**config.mk**
```make
export PLATFORM = sky130hd
export DESIGN_NAME = alu_issue_wb
export DESIGN_NICKNAME = d
export VERILOG_FILES = /design/src/rtl/alu_pkg.sv /design/src/rtl/rv_regfile.sv /design/src/rtl/alu_issue_wb.sv
export SDC_FILE = /design/constraint.sdc
export NUM_CORES = 2
export LEC_CHECK = 0
export CAP_MARGIN = 25
export CORE_ASPECT_RATIO = 1.4
export CORE_MARGIN = 2
export CORE_UTILIZATION = 43
export CTS_BUF_LIST = sky130_fd_sc_hd__clkbuf_8
export DETAILED_ROUTE_END_ITERATION = 7
export SLEW_MARGIN = 20
export SYNTH_ARGS = -nofsm -noshare
export SYNTH_HDL_FRONTEND = slang
export SYNTH_SLANG_ARGS = --single-unit
```
**constraint.sdc**
```tcl
create_clock -name clk -period 6.2 [get_ports clk]
set_input_delay 0.62 -clock clk [delete_from_list [all_inputs] [get_ports clk]]
set_output_delay 0.62 -clock clk [all_outputs]
set_load 0.02 [all_outputs]
```
**src/rtl/alu_pkg.sv**
```systemverilog
// Shared types and field helpers for the ALU issue/write-back sequencer.
package alu_pkg;

    localparam logic [6:0] OP_R = 7'b0110011;
    localparam logic [6:0] OP_I = 7'b0010011;

    typedef enum logic [1:0] {IDLE, READ, EXEC, WB} state_e;

    function automatic logic [6:0] opcode_of(input logic [31:0] instr);
        return instr[6:0];
    endfunction

    function automatic logic [4:0] rs1_of(input logic [31:0] instr);
        return instr[19:15];
    endfunction

    function automatic logic [4:0] rs2_of(input logic [31:0] instr);
        return instr[24:20];
    endfunction

    function automatic logic [4:0] rd_of(input logic [31:0] instr);
        return instr[11:7];
    endfunction

endpackage

```
**src/rtl/rv_regfile.sv**
```systemverilog
// 32x32 register file: two operand read ports, one debug read port, one write port.
// x0 reads as zero and is never written; contents clear on asynchronous reset.
module rv_regfile #(
    parameter int unsigned XLEN  = 32,
    parameter int unsigned NREGS = 32
) (
    input  logic            clk,
    input  logic            rst_n,
    input  logic [4:0]      ra1_i,
    input  logic [4:0]      ra2_i,
    input  logic [4:0]      dbg_addr_i,
    output logic [XLEN-1:0] rd1_o,
    output logic [XLEN-1:0] rd2_o,
    output logic [XLEN-1:0] dbg_data_o,
    input  logic            we_i,
    input  logic [4:0]      wa_i,
    input  logic [XLEN-1:0] wd_i
);

    logic [XLEN-1:0] regs_q [NREGS];

    always_ff @(posedge clk or negedge rst_n) begin
        if (!rst_n) begin
            for (int i = 0; i < NREGS; i++) begin
                regs_q[i] <= '0;
            end
        end else if (we_i && (wa_i != 5'd0)) begin
            regs_q[wa_i] <= wd_i;
        end
    end

    assign rd1_o      = (ra1_i == 5'd0) ? '0 : regs_q[ra1_i];
    assign rd2_o      = (ra2_i == 5'd0) ? '0 : regs_q[ra2_i];
    assign dbg_data_o = (dbg_addr_i == 5'd0) ? '0 : regs_q[dbg_addr_i];

endmodule

```
**src/rtl/alu_issue_wb.sv**
```systemverilog
// Operand-side sequencer for a combinational RV32 ALU: IDLE -> READ -> EXEC -> WB.
// Optional retire counter port enabled by defining ALU_ISSUE_RETIRE_CNT_EN.
module alu_issue_wb
    import alu_pkg::*;
#(
    parameter int unsigned XLEN  = 32,
    parameter int unsigned NREGS = 32
) (
    input  logic            clk,
    input  logic            rst_n,
    input  logic            instr_valid,
    input  logic [31:0]     instr,
    output logic            instr_ready,
    output logic [31:0]     alu_code,
    output logic [XLEN-1:0] alu_rs1,
    output logic [XLEN-1:0] alu_rs2,
    input  logic [XLEN-1:0] alu_rd,
    output logic            wb_valid,
    output logic [4:0]      wb_addr,
    output logic [XLEN-1:0] wb_data,
    output logic            illegal,
`ifdef ALU_ISSUE_RETIRE_CNT_EN
    output logic [31:0]     retire_cnt,
`endif
    input  logic [4:0]      dbg_addr,
    output logic [XLEN-1:0] dbg_data
);

    state_e          state_q;
    logic [31:0]     instr_q;
    logic [31:0]     alu_code_q;
    logic [XLEN-1:0] op1_q;
    logic [XLEN-1:0] op2_q;
    logic [XLEN-1:0] result_q;
    logic            instr_ready_q;
    logic            wb_valid_q;
    logic            illegal_q;
    logic [XLEN-1:0] rf_rd1;
    logic [XLEN-1:0] rf_rd2;
    logic [6:0]      in_opcode;

    assign in_opcode = opcode_of(instr);

    rv_regfile #(
        .XLEN  (XLEN),
        .NREGS (NREGS)
    ) u_regfile (
        .clk        (clk),
        .rst_n      (rst_n),
        .ra1_i      (rs1_of(instr_q)),
        .ra2_i      (rs2_of(instr_q)),
        .dbg_addr_i (dbg_addr),
        .rd1_o      (rf_rd1),
        .rd2_o      (rf_rd2),
        .dbg_data_o (dbg_data),
        .we_i       (wb_valid_q),
        .wa_i       (rd_of(instr_q)),
        .wd_i       (result_q)
    );

    // ALU-facing registers are loaded only on READ -> EXEC so they hold between instructions.
    always_ff @(posedge clk or negedge rst_n) begin
        if (!rst_n) begin
            state_q       <= IDLE;
            instr_q       <= '0;
            alu_code_q    <= '0;
            op1_q         <= '0;
            op2_q         <= '0;
            result_q      <= '0;
            instr_ready_q <= 1'b1;
            wb_valid_q    <= 1'b0;
            illegal_q     <= 1'b0;
        end else begin
            unique case (state_q)
                IDLE: begin
                    illegal_q <= 1'b0;
                    if (instr_valid && instr_ready_q) begin
                        instr_q <= instr;
                        if ((in_opcode == OP_R) || (in_opcode == OP_I)) begin
                            state_q       <= READ;
                            instr_ready_q <= 1'b0;
                        end else begin
                            illegal_q <= 1'b1;
                        end
                    end
                end
                READ: begin
                    alu_code_q <= instr_q;
                    op1_q      <= rf_rd1;
                    op2_q      <= (opcode_of(instr_q) == OP_R) ? rf_rd2 : '0;
                    state_q    <= EXEC;
                end
                EXEC: begin
                    result_q   <= alu_rd;
                    wb_valid_q <= 1'b1;
                    state_q    <= WB;
                end
                WB: begin
                    wb_valid_q    <= 1'b0;
                    instr_ready_q <= 1'b1;
                    state_q       <= IDLE;
                end
                default: state_q <= IDLE;
            endcase
        end
    end

`ifdef ALU_ISSUE_RETIRE_CNT_EN
    logic [31:0] retire_cnt_q;

    always_ff @(posedge clk or negedge rst_n) begin
        if (!rst_n) begin
            retire_cnt_q <= '0;
        end else if (wb_valid_q) begin
            retire_cnt_q <= retire_cnt_q + 32'd1;
        end
    end

    assign retire_cnt = retire_cnt_q;
`endif

    assign instr_ready = instr_ready_q;
    assign alu_code    = alu_code_q;
    assign alu_rs1     = op1_q;
    assign alu_rs2     = op2_q;
    assign wb_valid    = wb_valid_q;
    assign wb_addr     = rd_of(instr_q);
    assign wb_data     = result_q;
    assign illegal     = illegal_q;

endmodule
```
==> impl_metrics.csv <==
group,metric,value,unit
outcome,status,"finished clean",
yosys,async_flop_share,1.000,
timing,finalCritPeriodShare,0.6974,
worst_setup_path,cp_slowest_stage_delay,0.71,ns
yosys,syn_nets,4643,
clock_tree,cts_buffer_depth,3,
layout,final_layout_size_suffix_gt1_frac,0.4999,
timing,hold_violations,0,
placed_design,hpwl,129400,um
grt,overflow,0,
floorplan,chipWidth,340.7,um
yosys,synth.most_common_cell,"dfrtp_1",
clock_tree,cts-root-buf,"clkbuf_8",
yosys,synth.area.top_cells,"dfrtp_1 (44%), mux4_2 (23%), mux2_2 (19%), mux2i_1 (4.2%), o22ai_1 (1.7%)",
yosys,synth-main-ff-cell,"dfrtp_1",
timing,tightest_slew,1.153,ns
clock_tree,numCtsBuffers,195,
clock_tree,cts_resized,0,
clock_tree,postCtsHoldBufs,1,
yosys,synth-seq-cells,1189,
layout,multi_input_area,36180,um2
worst_setup_path,arrival,3.70,ns
drt,route.detailed.drc,0,
worst_setup_path,path_buf_inv,3,
yosys,synth_cell_type_count,45,
worst_setup_path,crit_cells,6,
drt,ant_nets,0,
worst_setup_path,worstPathCellList,"buf_2 -> nand2b_2 -> buf_4 -> o22ai_1 -> a21o_1 -> clkdlybuf4s50_1",
yosys,synth_common_cells,"dfrtp_1 (1188), mux2_2 (1150), mux4_2 (708), clkbuf_1 (296), mux2i_1 (287)",
placed_design,io_buffers,239,
worst_setup_path,cp_top_family,"buffers and inverters",
yosys,synth_top_area_share,0.4356,
timing,finClkSkew,0.04906,ns
clock_tree,h-tree-depth,4,
timing,relSlewSlack,0.2316,
timing,finalCriticalPeriod,4.324,ns
power_and_ir_drop,p_per_area,549.6,nW/um2
worst_setup_path,critPathCaptureType,"primary output",
grt,grt_max_degree,172,
worst_setup_path,cp_data_required_time,5.58,ns
floorplan,initial_core_util,0.4313,
drt,drt_iter0_drc,4299,
job,max_cap_violations,0,
timing,setup_viol,0,
worst_setup_path,worstPathMaxFanout,17,
yosys,seq_area_frac_synth,0.4360,
yosys,yosysWarnings,0,
power_and_ir_drop,total_leakage_power,0.03305,uW
timing,setup_tns,0,ns
grt,grt_pass1_vias,46840,
drt,finalWirelength,236200,um
worst_setup_path,reg2reg_depth,7,
timing,rsz0062_at_grt,"false",
placed_design,routabilityCongestion,0.8139,
layout,fin_util,0.4858,
worst_setup_path,crit_slowest_cell,"nand2b_2",
placed_design,placed_area,72400,um2
timing,max_freq,231.3,MHz
yosys,yosys.area.top_type,"dfrtp_1",
layout,nFillCells,13580,
grt,grt_pass1_wl,340800,um
worst_setup_path,path_class,"primary input to primary output",
yosys,syn_area_per_cell,14.95,um2
layout,area_growth,12.63,%
clock_tree,cts_tree,"built",
power_and_ir_drop,ir_drop,563.7,uV
min_path,worstHoldPathType,"primary input to async pin",
layout,final_cells,6859,
yosys,syn_inst,4566,
floorplan,die_area,162000,um2
drt,wl_per_cell,34.44,um
timing,drv_slew,0,
layout,fin_nets,4676,
layout,register_area,29780,um2
grt,grt_usage,0.2920,
drt,via_per_inst,6.645,
floorplan,core_area,158200,um2
clock_tree,cts_sinks,1189,
clock_tree,post_cts_buffers,0,
worst_setup_path,critPathLaunchType,"primary input",
floorplan,rows,173,
yosys,syn_area,68250,um2
power_and_ir_drop,total_power,42250,uW
floorplan,design.portCount,240,
yosys,synth_edf_count,0,
clock_tree,clkLatencyLatePin,0.97,ns
layout,stdcell_area,76870,um2
drt,routed-via-count,45580,
placed_design,dp.cells,6487,
clock_tree,clk_pin_slew,0.06,ns
drt,drt-pass1-iter-count,5,
floorplan,die_h,475.4,um
grt,grt_antenna_before_repair,12,
registers in the layout, indices dropped and copies added, names as in the netlist, 2 cells and up:
signal,flops
alu_code,32
alu_rs2,32
instr_q,32
state_q,2
u_regfile.regs_q,1024
alu_rs1,32
wb_data,32
cell families after synthesis:
kind of cell,synth area share
buffers and inverters,0.03819
muxes,0.4655
DFF,0.4360
AOI/OAI and AO/OA,0.04042
adders and majority gates,0.0009166
and+or+nand+nor,0.01907
cell type report:
class	count	area share
flip-flops and latches	1189	0.3874
multi-input cells	2782	0.4707
clock buffers	251	0.04494
clock inverters	102	0.01008
repair buffers	364	0.04930
inverters	67	0.003272
diodes	4	0.0001302
well taps	2100	0.03418
cell usage in the layout, fill, tap and decap left out, drive strengths merged, types with 64 or more instances in the layout:
cell | netlist | routed
a211oi | 64 | 64
buf | 232 | 129
clkbuf | 296 | 252
clkdlybuf4s50 | 0 | 233
dfrtp | 1188 | 1188
inv | 67 | 124
mux2 | 1150 | 1150
mux2i | 287 | 287
mux4 | 708 | 708
nor2 | 86 | 86
o22ai | 187 | 187
power breakdown:
part	switching, uW	total, uW	leakage, uW	internal [uW]
logic	8960	19600	0.0152	10600
clock network	3480	7540	0.00237	4060
registers	4050	15200	0.0155	11100
path summary, 6_finish.rpt:
check / startpoint / end / slack [ns]
min in group clk: instr[23] / instr_q[23]$_DFFE_PN0P_ / 0.27
max in group asynchronous: rst_n / instr_q[20]$_DFFE_PN0P_ / 4.14
worst max-delay path: dbg_addr[2] / dbg_data[31] / 1.88
worst min register to register: u_regfile.regs_q[998]$_DFFE_PN0P_ / u_regfile.regs_q[998]$_DFFE_PN0P_ / 0.42
worst max register to register: state_q[1]$_DFFE_PN0P_ / alu_rs2[29]$_DFFE_PN0N_ / 2.44
worst min-delay path: rst_n / u_regfile.regs_q[137]$_DFFE_PN0P_ / 0.26
stage by stage:
| stage | setup slack (ns) | hold slack (ns) |
|---|---|---|
| floorplan | 3.142 | 0.3244 |
| global placement | 1.923 | 0.3988 |
| detailed placement | 1.908 | 0.4084 |
| CTS | 1.898 | 0.1777 |
| global route | 1.781 | 0.2406 |
| finish | 1.876 | 0.2650 |
per-layer routing:
metal / wire [um] / part of all wire / GRT usage / up-vias
met5: 29 / 0.00012 / 0 / -
met4: 10490 / 0.044 / 0.1232 / 6
met3: 18590 / 0.079 / 0.05895 / 534
met2: 111000 / 0.47 / 0.4608 / 2143
met1: 96080 / 0.41 / 0.3948 / 24910
li1: - / - / - / 17990
Power figures use the tool's default switching activity.
